[src/rtl/instruction_fetch.sv]
// rtl/instruction_fetch.sv - instruction fetch stage over a synchronous-read instruction ROM
// Word-addressed PC with stall hold, redirect, context switch and out-of-range fault.
module instruction_fetch #(
    parameter int ADDR_WIDTH    = 32,
    parameter int DATA_WIDTH    = 32,
    parameter int ROM_SIZE      = 800,
    parameter int RESET_PC      = 200,
    parameter int SWITCH_VECTOR = 0
) (
    input  logic                  clk,
    input  logic                  rst_n,
    input  logic                  stall,
    input  logic                  redirect_valid,
    input  logic [ADDR_WIDTH-1:0] redirect_pc,
    input  logic                  ctx_switch,
    output logic [ADDR_WIDTH-1:0] rom_addr,
    input  logic [DATA_WIDTH-1:0] rom_q,
    output logic [DATA_WIDTH-1:0] instr,
    output logic [ADDR_WIDTH-1:0] instr_pc,
    output logic                  instr_valid,
    output logic [ADDR_WIDTH-1:0] saved_pc,
    output logic                  fetch_fault
);

    localparam logic [ADDR_WIDTH-1:0] ROM_LIMIT  = ADDR_WIDTH'(ROM_SIZE);
    localparam logic [ADDR_WIDTH-1:0] RESET_ADDR = ADDR_WIDTH'(RESET_PC);
    localparam logic [ADDR_WIDTH-1:0] SWITCH_PC  = ADDR_WIDTH'(SWITCH_VECTOR);

    logic [ADDR_WIDTH-1:0] pc_q, pc_d;
    logic [ADDR_WIDTH-1:0] instr_pc_q, instr_pc_d;
    logic                  instr_valid_q, instr_valid_d;
    logic [ADDR_WIDTH-1:0] saved_pc_q, saved_pc_d;
    logic                  hold;

    assign fetch_fault = (pc_q >= ROM_LIMIT);
    assign hold        = stall && instr_valid_q && !ctx_switch && !redirect_valid;

    // While holding, re-read the presented address so rom_q (and instr) stays stable.
    assign rom_addr    = hold ? instr_pc_q : pc_q;
    assign instr       = rom_q;
    assign instr_pc    = instr_pc_q;
    assign instr_valid = instr_valid_q;
    assign saved_pc    = saved_pc_q;

    always_comb begin
        pc_d          = pc_q;
        instr_pc_d    = instr_pc_q;
        instr_valid_d = instr_valid_q;
        saved_pc_d    = saved_pc_q;
        if (ctx_switch) begin
            pc_d          = SWITCH_PC;
            instr_valid_d = 1'b0;
            if (redirect_valid)
                saved_pc_d = redirect_pc;
            else if (instr_valid_q)
                saved_pc_d = instr_pc_q;
            else
                saved_pc_d = pc_q;
        end else if (redirect_valid) begin
            pc_d          = redirect_pc;
            instr_valid_d = 1'b0;
        end else if (fetch_fault) begin
            instr_valid_d = 1'b0;
        end else if (!hold) begin
            instr_pc_d    = pc_q;
            instr_valid_d = 1'b1;
            pc_d          = pc_q + 1'b1;
        end
    end

    always_ff @(posedge clk or negedge rst_n) begin
        if (!rst_n) begin
            pc_q          <= RESET_ADDR;
            instr_pc_q    <= '0;
            instr_valid_q <= 1'b0;
            saved_pc_q    <= '0;
        end else begin
            pc_q          <= pc_d;
            instr_pc_q    <= instr_pc_d;
            instr_valid_q <= instr_valid_d;
            saved_pc_q    <= saved_pc_d;
        end
    end

endmodule

[config.mk]
export PLATFORM = sky130hd
export DESIGN_NAME = instruction_fetch
export DESIGN_NICKNAME = d
export VERILOG_FILES = /design/src/rtl/instruction_fetch.sv
export SDC_FILE = /design/constraint.sdc
export NUM_CORES = 1
export LEC_CHECK = 0
export BUFFER_PORTS_ARGS = -buffer_cell sky130_fd_sc_hd__buf_2
export CAP_MARGIN = 20
export CORE_ASPECT_RATIO = 0.8
export CORE_MARGIN = 3
export CORE_UTILIZATION = 40
export DETAILED_ROUTE_END_ITERATION = 8
export PLACE_DENSITY = 0.78
export SLEW_MARGIN = 20
export SYNTH_ARGS = -nofsm -noshare
export SYNTH_HDL_FRONTEND = slang
export SYNTH_SLANG_ARGS = --single-unit
[constraint.sdc]
create_clock -name clk -period 2.26 [get_ports clk]
set_clock_uncertainty 0.15 [all_clocks]
set_input_delay 0.339 -clock clk [delete_from_list [all_inputs] [get_ports clk]]
set_output_delay 0.339 -clock clk [all_outputs]
set_load 0.02 [all_outputs]
# Word-level counts from Yosys, hierarchy flattened
# Index checks and enable logic that the tools add are counted.
[classes]
n_addsub = 1
order_cmp = 1
eq_ne = 3
muxes = 11
bitwise = 3
reduce_logical = 7
[op_table]
columns = ["cell", "count"]
rows = [
  ["32-bit 2-to-1 mux", 7],
  ["32-bit by 1-bit adder with 32-bit output (second input constant)", 1],
  ["32-bit by 10-bit >= comparator with 1-bit output (second input constant)", 1],
  ["3-bit inequality test (second input constant)", 2],
  ["1-bit 2-to-1 mux", 4],
  ["4-bit inequality test (second input constant)", 1],
  ["1-bit logical AND", 3],
  ["1-bit NOT", 3],
  ["3-bit AND reduction", 1],
  ["1-bit logical NOT", 2],
  ["2-bit AND reduction", 1],
]
[totals]
ff_bits = 97
input_bits = 69
out_inout_bits = 130

# Logic depth before layout (Yosys ltp)
# Gate-level depths: netlist of run 1.
[depth]
depth_word = 7
depth_mapped = 7
depth_no_buf = 5

# Worst setup path before layout of run 1
# OpenSTA, ideal clock, no wires.
[synth_timing]
path_kind = "register to register"
start = "register instr_valid_q (netlist: instr_valid)"
end = "register instr_pc_q[28] (netlist: instr_pc[28])"
t_arrival_ns = 2.142
t_required_ns = 1.985
setup_slack_ns = -0.156
path_stages_with_launch = 7
period_less_slack_ns = 2.416
cell_sequence = "dfrtp_1 -> buf_2 -> nand2_1 -> nor3_2 -> clkbuf_1 -> mux2_2 -> mux2_2"
[synth_via]
elab_chain_cells = 4
[synth_rtl]
columns = ["item", "line", "rtl"]
rows = [
  ["from (decl)", "31", "logic instr_valid_q, instr_valid_d;"],
  ["from (signal assigned)", "80", "instr_valid_q <= instr_valid_d;"],
  ["1-bit logical AND (3 in series)", "36", "assign hold = stall && instr_valid_q && !ctx_switch && !redirect_valid;"],
  ["32-bit 2-to-1 mux", "--", ""],
  ["net rom_addr[28]", "16", "output logic [ADDR_WIDTH-1:0] rom_addr,"],
  ["to (signal assigned)", "79", "instr_pc_q <= instr_pc_d;"],
  ["to (decl)", "30", "logic [ADDR_WIDTH-1:0] instr_pc_q, instr_pc_d;"],
]
# The timed path passes the listed nets, and every way through them passes these cells.
# A chain may end at the register's enable or synchronous reset.

# Worst setup path after layout of run 1
[layout_timing]
start = "register instr_valid_q (netlist: instr_valid)"
end = "output rom_addr[19]"
[layout_via]
elab_chain_cells = 4
[layout_rtl]
columns = ["item", "line"]
rows = [
  ["1-bit logical AND (3 in series)", "36"],
  ["32-bit 2-to-1 mux", "--"],
  ["to (decl)", "16"],
]
# Every way passes these cells.

==> results of run 1 <==
==> stage by stage <==
| step | TNS [ns] | power [mW] |
|---|---|---|
| after floorplan | -0.9769 | 2.564 |
| after global placement | 0 | 2.814 |
| after detailed placement | 0 | 2.841 |
| after CTS | -0.1444 | 4.414 |
| after global routing | -1.427 | 4.626 |
| final | -0.007419 | 4.425 |
==> path summary, 6_finish.rpt <==
path                            startpoint           end  slack (ns)
max                            instr_valid  rom_addr[19]      -0.007
min                        redirect_pc[20]      pc_q[20]        0.12
max reg2reg                       pc_q[14]  instr_pc[14]        0.03
min reg2reg                   saved_pc[21]  saved_pc[21]        0.35
max in group asynchronous            rst_n   instr_valid        0.99
min in group asynchronous            rst_n       pc_q[8]        0.33
==> report_power, final <==
part / total [mW] / leakage (nW) / internal (mW) / switching (mW)
Sequential: 2.00 / 1.26 / 1.87 / 0.125
Clock: 1.54 / 0.148 / 0.910 / 0.631
Combinational: 0.885 / 1.93 / 0.370 / 0.514
==> area by class of cell <==
| class | instances | area [sq um] | area share (%) |
|---|---|---|---|
| clock inverters | 3 | 40.04 | 0.5812 |
| well taps | 175 | 219.0 | 3.178 |
| inverters | 27 | 101.3 | 1.471 |
| multi-input cells | 332 | 2614 | 37.94 |
| repair buffers | 174 | 1225 | 17.78 |
| flip-flops and latches | 97 | 2434 | 35.33 |
| clock buffers | 12 | 256.5 | 3.723 |
==> flip-flops by register name (all words and copies together), names as in the netlist <==
register,cells
instr_pc,32
instr_valid,1
pc_q,32
saved_pc,32
==> placed cells by master, fill, tap and decap left out, drive strengths merged, types with 2 or more instances in the layout <==
master,instances
o211ai,6
nand2b,14
dfrtp,94
a311oi,4
xnor2,7
nor2,12
dfstp,3
inv,27
mux2,74
a21oi,20
nand4,6
nand3,19
and3,4
mux2i,30
o21ai,35
buf,171
clkinv,2
a221oi,2
a21o,2
nor3,9
nand2,63
clkbuf,14
ha,2
nor4,5
and4,5
==> logic make-up after synthesis <==
logic type	Yosys count	share of synthesized area, %
buffers and inverters	89	9.010
xor gates and xnor gates	7	1.150
and+or+nand+nor	142	13.73
AOI/OAI and AO/OA	77	8.799
muxes	104	21.26
adders and majority gates	2	0.4692
DFF	97	45.59
==> worst max-delay path, stage by stage, from the launching register on <==
cell	delay, ns
dfrtp_2	0.38
nand2_4	0.06
nor3_4	0.15
buf_12	0.17
clkbuf_16	0.17
mux2_2	0.34
buf_2	0.16
==> layer usage <==
metal | global-route usage [%] | share of wire, % | vias to the layer above
met2 | 34.62 | 48 | 155
met1 | 27.26 | 45 | 2214
met3 | 4.705 | 5.9 | 28
li1 | - | - | 2011
met5 | 0 | 0 | -
met4 | 5.324 | 1.2 | 0
==> timing repair <==
action / 4_1_cts / 5_1_grt
gates resized for setup: 9 / 79
hold buffers: 1 / 0
pin swaps: 2 / 1
setup endpoints to repair: 32 / 63
endpoints found under the hold margin: 25 / 0
setup buffers: 5 / 1
cloned: 1 / 2
==> results.toml, run 1 <==
[synthesis]
ys_warn_count = 0
postSynthCellCount = 518
synth_top_area_share_pct = 44.11
syn_area_sq_mm = 0.005333
syn_nets = 589
yosys.area.top_type = "dfrtp_1"
synth_edf_count = 0
yosysMostFrequentCell = "dfrtp_1"
ys_ff_latch = 97
seq_area_frac_synth_pct = 45.59
synthTopCellsByArea = "dfrtp_1 (44%), mux2_2 (16%), mux2i_1 (5.6%)"
synth-async-reset-ratio_pct = 100.0
netlist_top_cells_count = "dfrtp_1 (94), mux2_2 (74), nand2_1 (63), o21ai_0 (35), buf_4 (32)"
avgSynthCellArea_sq_um = 10.29
ys.flop_type = "dfrtp_1"
synth_cell_types = 46

[detailed_routing]
wirelength_microns = 15500
first_iter_violations = 256
drc_errors = 0
antenna_left = 0
wl_per_cell_microns = 18.91
viasPerCell = 5.376
vias = 4408
drt-pass1-iter-count = 5

[clock_tree]
clk_pin_slew_ns = 0.07
cts-buffers-inserted = 9
cts_tree = "built"
cts.htree.levels = 3
clkSinkCount = 97
root_buffer = "clkbuf_16"
clk_latency_ns = 0.34
clock_path_buffers = 2

[finish]
num-nets-final = 712
n_fill_cell = 1162
layout-drive-gt1-share_pct = 43.41
num_antenna_cells = 0
fin_area_sq_mm = 0.006889
final_cells = 820
synthToLayoutAreaGrowth_pct = 29.19
final_util_pct = 53.15

[critical_path]
critPathArrivalTime_ns = 1.78
endpoint_kind = "primary output"
cp.required_ns = 1.77
rr_worst_depth = 6
critical_path.max_fanout = 9
crit_type = "reg2out"
critical_path.startpoint_type = "register"

[sta]
drv_slew = 0
fmax_mhz = 441.0
slew_headroom_pct = 57.82
period_minus_slack_ns = 2.267
setup_viol = 1
final.setup.worst_slack_ns = -0.007419
tightest_slew_ns = 0.6327
holdWs_ns = 0.1237
period_share_pct = 100.3
rsz0062_at_grt = "true"
hold_violations = 0

[power]
p_per_area_mw_per_mm2 = 642.3
peakVddDrop_mv = 0.3962
leakage_nw = 3.337

[floorplanning]
core.rowCount = 37
initial_utilization_pct = 41.14
die_h_microns = 109.3
die-area_sq_mm = 0.01476
io_pins = 199
die_w_microns = 135.1
coreArea_sq_mm = 0.01296

[grt]
grt_overflow = 0
grt_max_degree = 51
grt.total_usage_pct = 20.67
grt_pass1_vias = 4532
grt_pass1_wl_microns = 24090
grt_antenna_before_repair = 0

[min_path]
hold_class = "in2reg"
whs_path_depth = 3

[place]
place_area_sq_mm = 0.006161
portBuffers = 134
dpl.cell_count = 796
pre_cts_slack_ns = 0.007483
place_congestion = 0.7951
dp_hpwl_microns = 10580

[run]
drv_cap = 0

[outcome]
violations = "setup timing"
status = "finished, violations left"
Note: power is estimated with default switching activity, not from simulation.
==> inputs of run 2 (changes only) <==
Settings changed: ABC_AREA set to 1, PLACE_DENSITY 0.78 to 0.76, SLEW_MARGIN 20 to not set.
==> run 2 against run 1 <==
  * The flow now finishes without violations
  * Register-to-register slack better by 0.16 ns
  * Synthesized cell count increased by 76%
  * Sequential share of layout area decreased by 1.1 points
  * Area after synthesis grew 15%
  * Clock power fell by 3%
  * Setup slack improved by 0.079 ns
  * Utilization down 4.5 points
  * Count of clock-buffer cells in the layout is 1 lower
  * Power rose by 16%
  * Global-route usage up 1.9 points
  * Critical path type unchanged
  * Critical endpoint is now rom_addr[0]
  * Largest cell class unchanged
  * Largest power group unchanged
==> results.toml, run 2 <==
[finish]
n_fill_cell = 1481
num-nets-final = 1078
multi_input_area_sq_mm = 0.003008
seq_area_sq_mm = 0.002434
synthToLayoutAreaGrowth_pct = 16.43
layout_commonest_cell = "nand2_1"
layout.cells.most_common_list = "nand2_1 (350), buf_2 (132), nor2_1 (97), dfrtp_1 (92), o21ai_0 (81)"
num_antenna_cells = 0
layout-drive-gt1-share_pct = 19.88

[grt]
grt_antenna_before_repair = 1
grt_max_degree = 68
grt.total_usage_pct = 22.55
grt_pass1_wl_microns = 29490
grt_overflow = 0
grt_pass1_vias = 5467

[synthesis]
synth-async-reset-ratio_pct = 100.0
seq_area_frac_synth_pct = 39.76
ys_ff_latch = 97
synth_top_area_share_pct = 38.47
netlist_top_cells_count = "nand2_1 (351), nor2_1 (97), dfrtp_1 (94), o21ai_0 (81), inv_1 (45)"
syn_nets = 984
avgSynthCellArea_sq_um = 6.697
yosys.area.top_type = "dfrtp_1"
ys.flop_type = "dfrtp_1"
synth_cell_types = 28
yosysMostFrequentCell = "nand2_1"
syn_area_sq_mm = 0.006115
synthTopCellsByArea = "dfrtp_1 (38%), nand2_1 (22%), o21ai_0 (6.6%)"
postSynthCellCount = 913
synth_edf_count = 0
ys_warn_count = 0

[min_path]
whs_path_depth = 3
hold_class = "in2reg"

[detailed_routing]
vias = 6406
drc_errors = 0
first_iter_violations = 724
viasPerCell = 5.361
antenna_left = 0
wirelength_microns = 19670
drt-pass1-iter-count = 5
wl_per_cell_microns = 16.46

[critical_path]
cp_cell_sequence = "nand2_2 > nor2_4 > buf_4 > nor2_1 > a21oi_1 > buf_2"
cp.required_ns = 1.77
endpoint_kind = "primary output"
crit_type = "reg2out"
critical_path.max_fanout = 4
critPathArrivalTime_ns = 1.70
max_stage_delay_ns = 0.39
rr_worst_depth = 11
path_buf_inv = 2
cp.depth = 6
cpMaxStageDelayCell = "dfrtp_1"
cp_top_family = "flip-flops"
critical_path.startpoint_type = "register"

[sta]
tightest_slew_ns = 0.7456
fmax_mhz = 457.0
rsz0062_at_grt = "false"
hold_violations = 0
holdWs_ns = 0.1155
drv_slew = 0
setup_tns_ns = 0
period_share_pct = 96.81
setup_viol = 0
slew_headroom_pct = 50.29
period_minus_slack_ns = 2.188

[clock_tree]
clk_pin_slew_ns = 0.07
clkSinkCount = 97
cts.htree.levels = 3
clock_path_buffers = 2
clk_latency_ns = 0.36
cts-buffers-inserted = 9
cts_tree = "built"
root_buffer = "clkbuf_16"

[floorplanning]
core.rowCount = 39
die-area_sq_mm = 0.01682
die_h_microns = 116.6
coreArea_sq_mm = 0.01464
initial_utilization_pct = 41.77
io_pins = 199
die_w_microns = 144.2

[place]
dp_hpwl_microns = 14340
place_congestion = 0.9834
portBuffers = 134

[power]
cell_internal_pwr_mw = 3.230
power_switching_mw = 1.883
peakVddDrop_mv = 0.3458
leakage_nw = 3.542
p_per_area_mw_per_mm2 = 718.1
comb_power_share_pct = 26.3
seqPwrFrac_pct = 44.6
switching_share_pct = 36.83
clkPwrFrac_pct = 29.1

[outcome]
status = "finished, final reports clean"

[run]
drv_cap = 0
run 2: cell count changes after synthesis, sizes merged, moves of 6 or more:
| cell | change |
|---|---|
| a21oi | +23 |
| o21ai | +79 |
| nand3 | +10 |
| a31oi | +30 |
| nor2 | +94 |
| mux2 | -74 |
| buf | +16 |
| nand2 | +290 |
| mux2i | -30 |
| inv | +26 |
| nand2b | -14 |
| nand4 | -6 |
| nor3 | -7 |
| xnor2 | -7 |
run 2: layout make-up:
| class | instances | share of cell area (%) |
|---|---|---|
| timing repair buffer | 160 | 13.57 |
| tap | 184 | 3.234 |
| multi-input combinational | 686 | 42.25 |
| clock inverter | 4 | 0.3866 |
| sequential | 97 | 34.18 |
| clock buffer | 11 | 3.550 |
| inverter | 53 | 2.830 |
run 2: cell families after synthesis:
family / count (synthesis) / synth area share (%)
simple gates: 491 / 31.90
compound gates: 193 / 16.76
buf+inv: 130 / 11.17
flops: 97 / 39.76
fa+ha+maj: 2 / 0.4092
run 2: power by group through the flow:
stage	combinational, mW	sequential, mW	clock [mW]
final	1.34	2.28	1.49
after global routing	1.47	2.31	1.56
after CTS	1.34	2.26	1.51
after detailed placement	1.34	2.30	0
after global placement	1.31	2.29	0
after floorplan	0.623	2.51	0
run 2: final timing paths:
kind / start / to / slack, ns
worst max-delay path: instr_valid / rom_addr[0] / 0.07
worst min-delay path: redirect_pc[1] / pc_q[1] / 0.12
worst max register to register: pc_q[27] / pc_q[0] / 0.19
worst min register to register: pc_q[7] / pc_q[7] / 0.36
max in group asynchronous: rst_n / pc_q[7] / 1.03
min in group asynchronous: rst_n / instr_pc[14] / 0.32
run 2: per-stage QoR:
stage	std cells	power [mW]	utilization (%)	area (sq um)	worst slack [ns]
6_report	1195	5.113	48.63	7119	0.07203
5_1_grt	1195	5.334	48.63	7119	0.008174
4_1_cts	1191	5.121	48.26	7064	0.004435
3_5_place_dp	1175	3.634	46.27	6774	0.2659
3_3_place_gp	1175	3.604	46.27	6774	0.2914
2_1_floorplan	913	3.132	-	6115	0.3771
run 2: worst register-to-register path: cells and delay by family (launching register included):
| kind | cells | cell delay, ns |
|---|---|---|
| AOI/OAI and AO/OA | 1 | 0.09 |
| buffers and inverters | 4 | 0.58 |
| DFF | 1 | 0.44 |
| and+or+nand+nor | 6 | 0.72 |
run 2: what timing repair did:
action,in CTS,in global routing
buffers inserted,0,3
gates resized for setup,0,4
hold buffers,1,0
setup endpoints to repair,0,31
hold endpoints to repair,26,0
run 2: routing by layer:
layer  wire length (microns)  track usage, %  vias to the layer above
met2                    8341           32.58                      321
met1                    9334           34.55                     2968
met3                    1761           5.117                       18
met5                      13               0                        -
li1                        -               -                     3097
met4                     218           4.661                        2
==> inputs of run 3 (changes only) <==
Settings changed: CTS_BUF_LIST set to sky130_fd_sc_hd__clkbuf_4 sky130_fd_sc_hd__clkbuf_8.
==> run 3 against run 2 <==
  * Maximum frequency fell by 2.1%
  * Final cell count rose by 0.67%
  * Hold slack got worse by 0.035 ns
  * Critical path type unchanged
  * Largest cell class unchanged
  * Largest power group unchanged
  * Highest routed layer unchanged
==> results.toml, run 3 (synthesis results as in run 2) <==
[outcome]
status = "finished, final reports clean"

[critical_path]
max_stage_delay_ns = 0.41
path_buf_inv = 3
cpMaxStageDelayCell = "dfrtp_1"
critical_path.max_fanout = 14
endpoint_kind = "primary output"
cp_top_family = "buffers and inverters"
cp.required_ns = 1.77
cp_cell_sequence = "nand2_2 > nor2_4 > buf_4 > buf_12 > nand2_1 > o21ai_2 > buf_4"
crit_type = "reg2out"
cpMostUsedCell = "buf_4"
critPathArrivalTime_ns = 1.74
critical_path.startpoint_type = "register"

[clock_tree]
clk_latency_ns = 0.38
root_buffer = "clkbuf_8"
cts_tree = "built"
clk_pin_slew_ns = 0.10
cts.htree.levels = 3
clock_path_buffers = 2
cts-buffers-inserted = 9
clkSinkCount = 97

[run]
drv_cap = 0

[finish]
fin_area_sq_mm = 0.007418
seq_area_sq_mm = 0.002434
layout-drive-gt1-share_pct = 22.87
num_antenna_cells = 0
layout_commonest_cell = "nand2_1"
final_cells = 1203
num-nets-final = 1086
multi_input_area_sq_mm = 0.003178
n_fill_cell = 1435
synthToLayoutAreaGrowth_pct = 21.32
layout.cells.most_common_list = "nand2_1 (349), buf_2 (105), nor2_1 (96), dfrtp_1 (92), o21ai_0 (81)"

[sta]
setup_viol = 0
period_share_pct = 98.84
drv_slew = 0
slew_headroom_pct = 50.60
period_minus_slack_ns = 2.234
rsz0062_at_grt = "true"
hold_violations = 0
fmax_mhz = 447.7
tightest_slew_ns = 0.7410

[detailed_routing]
drc_errors = 0
first_iter_violations = 769
viasPerCell = 5.431
drt-pass1-iter-count = 8
vias = 6534
wirelength_microns = 20450
antenna_left = 0
wl_per_cell_microns = 17.00

[place]
dp_hpwl_microns = 14340
place_congestion = 0.9834
place_area_sq_mm = 0.006774
dpl.cell_count = 1175
portBuffers = 134

[floorplanning]
core.rowCount = 39
die-area_sq_mm = 0.01682
io_pins = 199
initial_utilization_pct = 41.77
coreArea_sq_mm = 0.01464
die_h_microns = 116.6
die_w_microns = 144.2

[power]
p_per_area_mw_per_mm2 = 646.5
leakage_nw = 3.617
peakVddDrop_mv = 0.3049

[grt]
grt_pass1_wl_microns = 29440
grt_overflow = 0
grt_pass1_vias = 5420
grt_antenna_before_repair = 1
grt_max_degree = 68
grt.total_usage_pct = 22.55

[min_path]
hold_class = "in2reg"
## run 3: layout make-up
type                       count  area share, %
clock buffer                  11          2.041
tap                          184          3.103
multi-input combinational    686          42.84
sequential                    97          32.80
timing repair buffer         168          16.12
clock inverter                 4         0.3711
inverter                      53          2.715
## run 3: worst register-to-register path, delay by kind of cell, from the launching register on
| family | cells | cell delay, ns |
|---|---|---|
| AOI/OAI and AO/OA | 1 | 0.23 |
| buffers and inverters | 3 | 0.46 |
| DFF | 1 | 0.49 |
| and+or+nand+nor | 6 | 0.65 |
## run 3: worst paths after layout
kind | start | to | slack (ns) | cells after the start
worst max register to register | pc_q[11] | instr_pc[23] | 0.18 | 10
min in group asynchronous | rst_n | saved_pc[11] | 0.28 | 2
worst min register to register | pc_q[7] | pc_q[7] | 0.36 | 2
worst max-delay path | instr_valid | rom_addr[6] | 0.03 | 7
worst min-delay path | redirect_pc[1] | pc_q[1] | 0.08 | 3
max in group asynchronous | rst_n | pc_q[7] | 1.06 | 3
## run 3: stage by stage
stage               utilization (%)  TNS, ns  total power, mW  hold WS [ns]  setup slack [ns]
floorplan                         -        0            3.132       -0.1066            0.3771
global placement              46.27        0            3.604        0.1487            0.2914
detailed placement            46.27        0            3.634        0.1499            0.2659
CTS                           47.62        0            4.720       0.06691          0.002306
global route                  50.68  -0.6641            5.026       0.08624          -0.07706
finish                        50.68        0            4.796       0.08092           0.02613
## run 3: per-layer routing
metal | vias up | part of all wire, % | wire length [microns] | track usage (%)
met5 | - | 0.064 | 13 | 0
met4 | 2 | 1.0 | 208 | 4.475
met3 | 17 | 8.8 | 1800 | 5.444
met2 | 328 | 44 | 8928 | 32.36
met1 | 3075 | 46 | 9494 | 34.60
li1 | 3112 | - | - | -
## run 3: what timing repair did
action | CTS | global route
pin swaps | 1 | 2
hold buffers | 1 | 0
gates cloned | 0 | 4
hold endpoints to repair | 26 | 0
gates resized for setup | 1 | 82
setup buffers | 1 | 7
setup endpoints to repair | 14 | 32
## run 3: power by group
group	switching, mW	leakage [nW]	total [mW]	internal (mW)
Combinational	0.946	2.30	1.42	0.477
Sequential	0.277	1.22	2.28	2.00
Clock	0.639	0.0956	1.10	0.457
Total	1.86	3.62	4.80	2.93
